$ cat src/rtl/seguranca_pkg.sv
// Shared definitions for the home-security access controller.
// Holds the FSM state encoding and the default timing constants used as
// parameter defaults by controle_acesso.
package seguranca_pkg;

  typedef enum logic [1:0] {
    OCIOSO    = 2'd0,
    LIBERADO  = 2'd1,
    BLOQUEADO = 2'd2,
    ALARME    = 2'd3
  } estado_t;

  localparam int MAX_TENTATIVAS_PADRAO = 3;
  localparam int T_ABERTO_PADRAO       = 10;
  localparam int T_BLOQUEIO_PADRAO     = 20;
  localparam int TW_PADRAO             = 8;

endpackage

$ cat src/rtl/temporizador.sv
// Loadable saturating down-counter shared by the unlock and lockout timeouts.
// Ports:
//   clk      - system clock
//   reset    - asynchronous active-high reset (counter cleared to 0)
//   carregar - load strobe; carga is captured on the next rising edge
//   carga    - value to load
//   valor    - current count
//   zero     - high while the count is 0
// The count decrements once per cycle and stops at 0 (never wraps).
module temporizador #(
  parameter int TW = 8
) (
  input  logic          clk,
  input  logic          reset,
  input  logic          carregar,
  input  logic [TW-1:0] carga,
  output logic [TW-1:0] valor,
  output logic          zero
);

  logic [TW-1:0] valor_d, valor_q;

  // NOTE: combinational blocks use blocking '=' and assign a default first so
  // every path drives valor_d and no latch is inferred.
  always_comb begin
    valor_d = valor_q;
    if (carregar) begin
      valor_d = carga;
    end else if (valor_q != '0) begin
      valor_d = valor_q - TW'(1);
    end
  end

  // NOTE: state flops use non-blocking '<=' so all registers update together
  // from values sampled at the same edge.
  always_ff @(posedge clk or posedge reset) begin
    if (reset) valor_q <= '0;
    else       valor_q <= valor_d;
  end

  assign valor = valor_q;
  assign zero  = (valor_q == '0);

endmodule

$ cat src/rtl/controle_acesso.sv
// Access-control FSM downstream of the 4-bit code comparator.
// Samples the comparator's equality flag on each confirm strobe, drives the
// door lock, counts failed attempts, enforces a timed lockout and latches an
// alarm on forced entry.
// Ports:
//   clk          - system clock, rising edge
//   reset        - asynchronous active-high reset
//   confirma     - single-cycle strobe: user submitted a code
//   igual        - comparator equality flag, valid while confirma=1
//   sensor_porta - door sensor (1 = open)
//   trava        - lock drive (1 = locked), registered
//   alarme       - siren drive, registered
//   bloqueado    - high during lockout, registered
//   tentativas   - failed-attempt count, registered
module controle_acesso
  import seguranca_pkg::*;
#(
  parameter int MAX_TENTATIVAS = MAX_TENTATIVAS_PADRAO,
  parameter int T_ABERTO       = T_ABERTO_PADRAO,
  parameter int T_BLOQUEIO     = T_BLOQUEIO_PADRAO,
  parameter int TW             = TW_PADRAO
) (
  input  logic       clk,
  input  logic       reset,
  input  logic       confirma,
  input  logic       igual,
  input  logic       sensor_porta,
  output logic       trava,
  output logic       alarme,
  output logic       bloqueado,
  output logic [1:0] tentativas
);

  localparam logic [2:0]    MAX_T          = 3'(MAX_TENTATIVAS);
  localparam logic [TW-1:0] CARGA_ABERTO   = TW'(T_ABERTO - 1);
  localparam logic [TW-1:0] CARGA_BLOQUEIO = TW'(T_BLOQUEIO - 1);

  estado_t       estado_d, estado_q;
  logic [1:0]    tentativas_d, tentativas_q;
  logic          trava_d, trava_q;
  logic          alarme_d, alarme_q;
  logic          bloqueado_d, bloqueado_q;
  logic          timer_carregar;
  logic [TW-1:0] timer_carga;
  logic [TW-1:0] timer_valor;
  logic          timer_zero;
  logic [2:0]    prox_falhas;

  temporizador #(.TW(TW)) u_temporizador (
    .clk      (clk),
    .reset    (reset),
    .carregar (timer_carregar),
    .carga    (timer_carga),
    .valor    (timer_valor),
    .zero     (timer_zero)
  );

  // Widened so the +1 cannot overflow before the comparison with the limit.
  assign prox_falhas = {1'b0, tentativas_q} + 3'd1;

  always_comb begin
    estado_d       = estado_q;
    tentativas_d   = tentativas_q;
    timer_carregar = 1'b0;
    timer_carga    = '0;
    unique case (estado_q)
      OCIOSO: begin
        // Forced entry wins over any code submitted in the same cycle.
        if (sensor_porta) begin
          estado_d = ALARME;
        end else if (confirma && igual) begin
          estado_d       = LIBERADO;
          tentativas_d   = '0;
          timer_carregar = 1'b1;
          timer_carga    = CARGA_ABERTO;
        end else if (confirma) begin
          if (prox_falhas < MAX_T) begin
            tentativas_d = prox_falhas[1:0];
          end else begin
            estado_d       = BLOQUEADO;
            tentativas_d   = MAX_T[1:0];
            timer_carregar = 1'b1;
            timer_carga    = CARGA_BLOQUEIO;
          end
        end
      end
      LIBERADO: begin
        // Door sensor only matters once the unlock window has elapsed; an
        // open door keeps us here with the timer parked at 0.
        if (timer_zero && !sensor_porta) estado_d = OCIOSO;
      end
      BLOQUEADO: begin
        if (sensor_porta) begin
          estado_d = ALARME;
        end else if (timer_zero) begin
          estado_d     = OCIOSO;
          tentativas_d = '0;
        end
      end
      ALARME: begin
        if (confirma && igual) begin
          estado_d     = OCIOSO;
          tentativas_d = '0;
        end
      end
      default: estado_d = OCIOSO;
    endcase

    // Outputs decoded from the next state so they are registered yet still
    // change on the same edge as the state.
    trava_d     = (estado_d != LIBERADO);
    alarme_d    = (estado_d == ALARME);
    bloqueado_d = (estado_d == BLOQUEADO);
  end

  always_ff @(posedge clk or posedge reset) begin
    if (reset) begin
      estado_q     <= OCIOSO;
      tentativas_q <= '0;
      trava_q      <= 1'b1;
      alarme_q     <= 1'b0;
      bloqueado_q  <= 1'b0;
    end else begin
      estado_q     <= estado_d;
      tentativas_q <= tentativas_d;
      trava_q      <= trava_d;
      alarme_q     <= alarme_d;
      bloqueado_q  <= bloqueado_d;
    end
  end

  // The counter's zero flag and its count must always agree.
  assert property (@(posedge clk) disable iff (reset)
                   timer_zero == (timer_valor == '0));

  assign trava      = trava_q;
  assign alarme     = alarme_q;
  assign bloqueado  = bloqueado_q;
  assign tentativas = tentativas_q;

endmodule
$ cat config.mk
export PLATFORM = sky130hd
export DESIGN_NAME = controle_acesso
export DESIGN_NICKNAME = d
export VERILOG_FILES = /design/src/rtl/seguranca_pkg.sv /design/src/rtl/temporizador.sv /design/src/rtl/controle_acesso.sv
export SDC_FILE = /design/constraint.sdc
export NUM_CORES = 1
export LEC_CHECK = 0
export CAP_MARGIN = 40
export CORE_MARGIN = 2
export CORE_UTILIZATION = 47
export CTS_CLUSTER_SIZE = 14
export DETAILED_ROUTE_END_ITERATION = 7
export GPL_ROUTABILITY_DRIVEN = 0
export PLACE_DENSITY = 0.69
export REMOVE_ABC_BUFFERS = 1
export SLEW_MARGIN = 20
export SYNTH_ARGS = -nofsm -noshare
export SYNTH_HDL_FRONTEND = slang
export SYNTH_SLANG_ARGS = --single-unit
$ cat constraint.sdc
create_clock -name clk -period 4.3 [get_ports clk]
set_input_delay 0.43 -clock clk [delete_from_list [all_inputs] [get_ports clk]]
set_output_delay 0.43 -clock clk [all_outputs]
set_load 0.05 [all_outputs]
### After elaboration in Yosys (flattened, before gate mapping)

Index checks and enable logic that the tools add are counted.

* register bits after elaboration: 15
* bits in latches: 0
* bits in writable memories: 0
* ROM bits: 0
* input bits: 5
* output and inout port bits: 5
* word-level logic and storage cells: 58
* memories: 0

* $add $sub $neg: 2
* multipliers: 0
* div/mod/pow operators: 0
* order comparisons: 1
* eq/ne operators: 11
* shifts and indexed selects: 0
* multiplexer cells: 29
* bitwise logic cells: 0
* reductions and logical operators: 9

Operators with widths (number)
* 2-to-1 mux 2 bit: 15
* 2-to-1 mux 5 bit: 5
* 2-to-1 mux 8 bit: 2
* == test 2 bit (second input constant): 4
* logical NOT 8 bit: 1
* inequality test 2 bit (second input constant): 4
* case mux 2 bit (4 select lines): 1
* nonzero test 8 bit: 1
* subtractor 8 x 1 -> 8 bit (second input constant): 1
* case mux 2 bit (3 select lines): 1
* AND reduction 6 bit: 1
* 2-to-1 mux 1 bit: 5
* adder 2 x 1 -> 3 bit (second input constant): 1
* less-than comparator 3 x 2 -> 1 bit (second input constant): 1
* inequality test 3 bit (second input constant): 1
* nonzero test 3 bit: 1
* == test 2 x 1 -> 1 bit (second input constant): 1
* logical AND 1 bit: 2
* logical NOT 2 bit: 1
* inequality test 2 x 1 -> 1 bit (second input constant): 1
* nonzero test 2 bit: 1
* logical NOT 1 bit: 1

### Logic depth before layout (Yosys ltp)

Gate-level depths: netlist (run 1).

* word-level depth: 8
* depth in mapped cells: 6
* mapped depth without buffers: 6

### Modules after synthesis

A second synthesis (run 1) with hierarchy kept.

* cells, all modules: 103
* area, all modules: 950.9 um^2

Modules (own cells, without submodules)
* temporizador: times used 1, cells each 56, area an instance 496.7 um^2, sequential area each 200.2 um^2
* controle_acesso: times used 1, cells each 47, area an instance 454.2 um^2, sequential area each 176.4 um^2

### Least setup slack after synthesis (run 1)

Ideal clock, no wire load.

* kind: register to register
* start point: reg u_temporizador.valor_q[0] (netlist: u_temporizador.valor[0])
* end point: reg u_temporizador.valor_q[6] (netlist: u_temporizador.valor[6])
* library setup time: 0.121 ns
* arrival: 1.483 ns
* data required time: 4.179 ns
* slack: 2.696 ns
* stages on the path, launching flop included: 7
* buffers on the path: 0
* clock period less this slack: 1.604 ns
* cell sequence: dfrtp_1 inv_1 ha_1 or4b_1 a211oi_1 xnor2_1 nor2_1

* word-level cells in the longest chain between the ends: 3
* elaborated cells between the ends (all ways): 5
* those cells by class: add/sub (1); mux (2); reduce/logical (2)

Ends and longest elaborated chain
* from (decl): RTL line temporizador.sv:21 `logic [TW-1:0] valor_d, valor_q;`
* from (signal assigned): RTL line temporizador.sv:38 `else valor_q <= valor_d;`
* subtractor 8 x 1 -> 8 bit: RTL line temporizador.sv:30 `valor_d = valor_q - TW'(1);`
* 2-to-1 mux 8 bit: RTL line temporizador.sv:29 `end else if (valor_q != '0) begin`
* 2-to-1 mux 8 bit: RTL line temporizador.sv:27 `if (carregar) begin`

Several ways; a longest one is shown, not always the timed one. The select of a mux whose other input is x is not followed.
A chain may end at the register's enable or synchronous reset.

### Worst setup path in the final report (run 1)

* start point: reg trava_q (netlist: trava)
* end point: out trava

RTL lines
* from (decl): RTL line controle_acesso.sv:40 `logic trava_d, trava_q;`
* from (signal assigned): RTL line controle_acesso.sv:126 `trava_q <= trava_d;`
* to (decl): RTL line controle_acesso.sv:28 `output logic trava,`

No word-level cell between the ends.

==> flow_summary.json, run 1 <==
{
  "yosysTopAreaCellShare_pct": 40.8,
  "slew_viol_final": 0,
  "max_slew_margin_pct": 62.4,
  "finalHoldViolCount": 0,
  "yosysWarnings": 0,
  "report.final.setup_viol": 0,
  "synth_area_leaders": "dfrtp_1 (41%), xnor2_1 (4.1%), dfstp_2 (3.1%)",
  "cts_setup_buffers": 0,
  "drcViolationCount": 0,
  "grt.overflow.total": 0,
  "postCtsHoldBufs": 0,
  "synth_top_area_cell": "dfrtp_1",
  "clock_latency_ns": 0.28,
  "ant_nets": 0,
  "synthArstFlopShare_pct": 100,
  "netlist-cell-type-count": 38,
  "busiest_layer": "met1",
  "detail_route.wl_per_cell_um": 12.9,
  "syn_inst": 86,
  "r2r-end": "u_temporizador.valor[1]",
  "rsz0062_at_grt": "false",
  "die_area_um2": 2180,
  "clockBufferDepth": 2,
  "grt_pass1_vias": 546,
  "p_leak_uw": 0.000429,
  "hp-class": "in2async",
  "total_power_uw": 706,
  "grt_use_met3_pct": 3.46,
  "met1_usage_pct": 26.1,
  "start_util_pct": 49.7,
  "nets": 105,
  "grt.total_usage_pct": 16.3,
  "final_area_um2": 998,
  "tightest_slew_ns": 0.563,
  "crit_path_start": "trava",
  "final_cell_mix": "dfrtp_1 (14), clkdlybuf4s50_1 (9), nand2_1 (7)",
  "fmax_ghz": 0.497,
  "place_hpwl_mm": 1.14,
  "vias": 662,
  "synth.avg_cell_area_um2": 9.98,
  "numPortBuffers": 9,
  "cp-start-kind": "register",
  "rrSetupSlack_ns": 2.50,
  "grt_pass1_wl_mm": 2.53,
  "crit_chain": "clkdlybuf4s50_1",
  "synth_ff_type": "dfrtp_1",
  "die_w_um": 46.7,
  "clk_pin_slew_worst_paths_ns": 0.09,
  "crit_arrival_ns": 1.58,
  "drive_above_1_share_pct": 10.3,
  "yosysSeqAreaShare_pct": 43.9,
  "crit_required_ns": 3.87,
  "cts_tree": "done",
  "synth_edf_count": 0,
  "cap_violations": 0,
  "power_density_nw_per_um2": 707,
  "ctsResizeCount": 0,
  "crit_path_top_delay_cell": "clkdlybuf4s50_1",
  "ios": 10,
  "path_buf_inv": 1,
  "antenna_found_initial": 0,
  "fin_crit_sh_pct": 46.8,
  "clock_sinks": 15,
  "cts_htree_levels": 1,
  "critPathTopFamily": "buffers and inverters",
  "status": "complete, no violations",
  "setup_tns_ns": 0,
  "wl_mm": 1.57,
  "clock_skew_ns": 0.00404,
  "die_y_um": 46.7,
  "grt_use_met2_pct": 21.9,
  "core_um2": 1730,
  "setup.worst_path.end": "trava",
  "fin_crit_ns": 2.01,
  "cts_root_buf": "clkbuf_4",
  "ir_drop_v": 0.000368,
  "mostFrequentLayoutCell": "dfrtp_1",
  "numCtsBuffers": 3,
  "critPathCaptureType": "output port",
  "synth-seq-cells": 15,
  "critPathMaxStageDelay_ns": 0.79,
  "fillCellCount": 165,
  "r2r-start": "u_temporizador.valor[0]",
  "drtIter0Drc": 22,
  "via_per_inst": 5.43,
  "crit_type": "reg2out",
  "syn_area_um2": 858,
  "dr.pass1.iters": 4,
  "grt_max_degree": 16,
  "hold_ws_ns": 0.495,
  "diodes": 0,
  "rr_worst_depth": 6,
  "crit_cells": 1,
  "cp_max_fo": 1,
  "place_area_um2": 972,
  "row_count": 15,
  "syn2layout_area_growth_pct": 16.3
}
## Yosys cell counts (2+ instances only)
cell type,instances
xnor2_1,4
dfrtp_1,14
a21oi_1,5
and3_1,2
nor3_1,4
o21ai_0,2
o22ai_1,3
ha_1,2
clkbuf_1,2
inv_1,5
nor2_1,6
nor3b_1,2
nand2b_1,2
a21o_1,2
nand2_1,7
xor2_1,2
## layout make-up
class	count	area, µm²	share of cell area (%)
Tap cell	25	31.3	3.13
Sequential cell	15	377	37.7
Clock buffer	4	26.3	2.63
Multi-Input combinational cell	64	455	45.6
Timing Repair Buffer	9	90.1	9.02
Inverter	5	18.8	1.88
## cell families after synthesis
family	count (synthesis)	synth area share, %
xor+xnor	6	6.12
mux	1	1.75
buf+inv	7	3.06
compound gates	21	17.5
fa+ha+maj	2	2.91
flops	15	43.9
simple gates	34	24.8
## state kept, by name, indices dropped and copies added (netlist names)
name / flops
trava: 1
bloqueado: 1
alarme: 1
u_temporizador.valor: 8
estado_q: 2
tentativas: 2
## per-layer routing
| metal | routed length [µm] | share of wire (%) |
|---|---|---|
| met5 | 0 | 0 |
| met4 | 23 | 1.5 |
| met3 | 51 | 3.3 |
| met2 | 675 | 43 |
| met1 | 819 | 52 |
## through the flow
step	utilization, %	std cells	setup slack (ns)
after floorplan	-	84	2.70
after global placement	56.3	118	2.45
after detailed placement	56.3	118	2.40
after CTS	57.8	122	2.28
after global routing	57.8	122	2.25
final	57.8	122	2.29
## power by group
| part | internal (µW) | switching [µW] | leakage [µW] |
|---|---|---|---|
| Combinational | 159 | 177 | 0.000233 |
| Sequential | 207 | 83.9 | 0.000181 |
| Clock | 35.9 | 43.3 | 0.0000150 |
| Total | 402 | 305 | 0.000429 |
## worst min-delay path by stage
stage / from / to / slack (ns) / depth (start not counted)
2_1_floorplan: reset / alarme / 0.33 / 1
3_3_place_gp: u_temporizador.valor[0] / u_temporizador.valor[0] / 0.53 / 2
3_5_place_dp: tentativas[0] / tentativas[0] / 0.54 / 1
4_1_cts: reset / u_temporizador.valor[5] / 0.52 / 2
5_1_grt: reset / u_temporizador.valor[5] / 0.53 / 2
6_report: reset / u_temporizador.valor[7] / 0.49 / 2
Power figures use the tool's default switching activity.
==> inputs of run 2 (changes only) <==
Clock period 4.3 ns to 2 ns, I/O delays scaled along.
==> run 2 against run 1 <==
Net effect:
- non-clock buffer count unchanged
- combinational power up 120%
- sequential share of layout area unchanged
- via count down 0.15%
- largest power group unchanged
- worst setup slack worse by 2.1 ns
- critical path type is now reg2reg
==> flow_summary.json, run 2 (synthesis results as in run 1) <==
{
  "slew_viol_final": 0,
  "crit_chain": "inv_1 -> ha_1 -> nor4b_4 -> nand2_4 -> mux2_4 -> a21oi_2",
  "antenna_found_initial": 0,
  "critPathMaxStageDelay_ns": 0.45,
  "drtIter0Drc": 18,
  "fin_util_pct": 57.8,
  "setup_tns_ns": 0,
  "critPathCaptureType": "register",
  "die_w_um": 46.7,
  "grt.overflow.total": 0,
  "nets": 105,
  "place_hpwl_mm": 1.22,
  "crit_path_top_delay_cell": "nor4b_4",
  "ant_nets": 0,
  "power_density_nw_per_um2": 1540,
  "register_area_um2": 377,
  "drcViolationCount": 0,
  "clk_pin_slew_worst_paths_ns": 0.08,
  "drive_above_1_share_pct": 10.3,
  "final_area_um2": 998,
  "ir_drop_v": 0.000702,
  "wl_mm": 1.66,
  "clock_skew_ns": 0.00165,
  "die_area_um2": 2180,
  "mostFrequentLayoutCell": "dfrtp_1",
  "grt.total_usage_pct": 17.7,
  "cts_htree_levels": 1,
  "finalHoldViolCount": 0,
  "numPortBuffers": 9,
  "ctsResizeCount": 0,
  "p_leak_uw": 0.000429,
  "fin_crit_ns": 1.79,
  "die_y_um": 46.7,
  "final_cell_mix": "dfrtp_1 (14), clkdlybuf4s50_1 (9), nand2_1 (7)",
  "cts_root_buf": "clkbuf_4",
  "max_slew_margin_pct": 62.9,
  "grt_pass1_vias": 576,
  "start_util_pct": 49.7,
  "fillCellCount": 145,
  "crit_type": "reg2reg",
  "cp_max_fo": 8,
  "dr.pass1.iters": 4,
  "cts_setup_buffers": 0,
  "diodes": 0,
  "critPathTopFamily": "simple AND/OR/NAND/NOR gates",
  "cap_violations": 0,
  "tightest_slew_ns": 0.557,
  "fin_crit_sh_pct": 89.6,
  "report.final.setup_viol": 0,
  "ios": 10,
  "crit_required_ns": 2.22,
  "multi_input_area_um2": 455,
  "vias": 661,
  "largest_reg_flops": 8,
  "fmax_ghz": 0.558,
  "detail_route.wl_per_cell_um": 13.6,
  "cts_tree": "done",
  "syn2layout_area_growth_pct": 16.3,
  "clockBufferDepth": 2,
  "row_count": 15,
  "cp-start-kind": "register",
  "rsz0062_at_grt": "false",
  "status": "complete, no violations",
  "grt_pass1_wl_mm": 2.63,
  "hp-class": "in2async",
  "core_um2": 1730,
  "via_per_inst": 5.42,
  "clock_latency_ns": 0.28,
  "numCtsBuffers": 3,
  "place_area_um2": 972,
  "path_buf_inv": 1,
  "clock_sinks": 15,
  "grt_max_degree": 16,
  "crit_arrival_ns": 2.01,
  "postCtsHoldBufs": 0
}
## run 2: metal layers
layer | vias to the layer above | track usage [%] | wire, µm
met5 | - | 0 | 0
met4 | 0 | 6.67 | 23
met1 | 309 | 26.4 | 797
li1 | 334 | - | -
met2 | 16 | 23.9 | 770
met3 | 2 | 5.77 | 66
## run 2: worst paths after layout
kind | start | endpoint | slack [ns] | cells past startpoint
min in group clk | u_temporizador.valor[0] | u_temporizador.valor[0] | 0.55 | 2
setup reg to reg | u_temporizador.valor[0] | u_temporizador.valor[1] | 0.21 | 6
setup / recovery | u_temporizador.valor[0] | u_temporizador.valor[1] | 0.21 | 6
hold / removal | reset | u_temporizador.valor[0] | 0.26 | 2
max in group asynchronous | reset | trava | 1.37 | 2
hold reg to reg | u_temporizador.valor[0] | u_temporizador.valor[0] | 0.55 | 2
## run 2: stage by stage
step / instances / hold slack (ns) / setup WS (ns) / power, µW
2_1_floorplan: 84 / 0.101 / 0.396 / 1170
3_3_place_gp: 118 / 0.529 / 0.254 / 1340
3_5_place_dp: 118 / 0.535 / 0.218 / 1370
4_1_cts: 122 / 0.275 / 0.200 / 1550
5_1_grt: 122 / 0.345 / 0.0909 / 1650
6_report: 122 / 0.262 / 0.208 / 1540
## run 2: where the power goes
part	total (µW)	internal (µW)	switching, µW	leakage (µW)
Sequential	627	445	183	0.000181
Clock	168	77.4	90.2	0.0000150
Combinational	740	344	396	0.000233
Total	1540	867	669	0.000429
## run 2: cell type report
| cell class | instances | area share (%) |
|---|---|---|
| Sequential cell | 15 | 37.7 |
| Timing Repair Buffer | 9 | 9.02 |
| Inverter | 5 | 1.88 |
| Tap cell | 25 | 3.13 |
| Multi-Input combinational cell | 64 | 45.6 |
| Clock buffer | 4 | 2.63 |
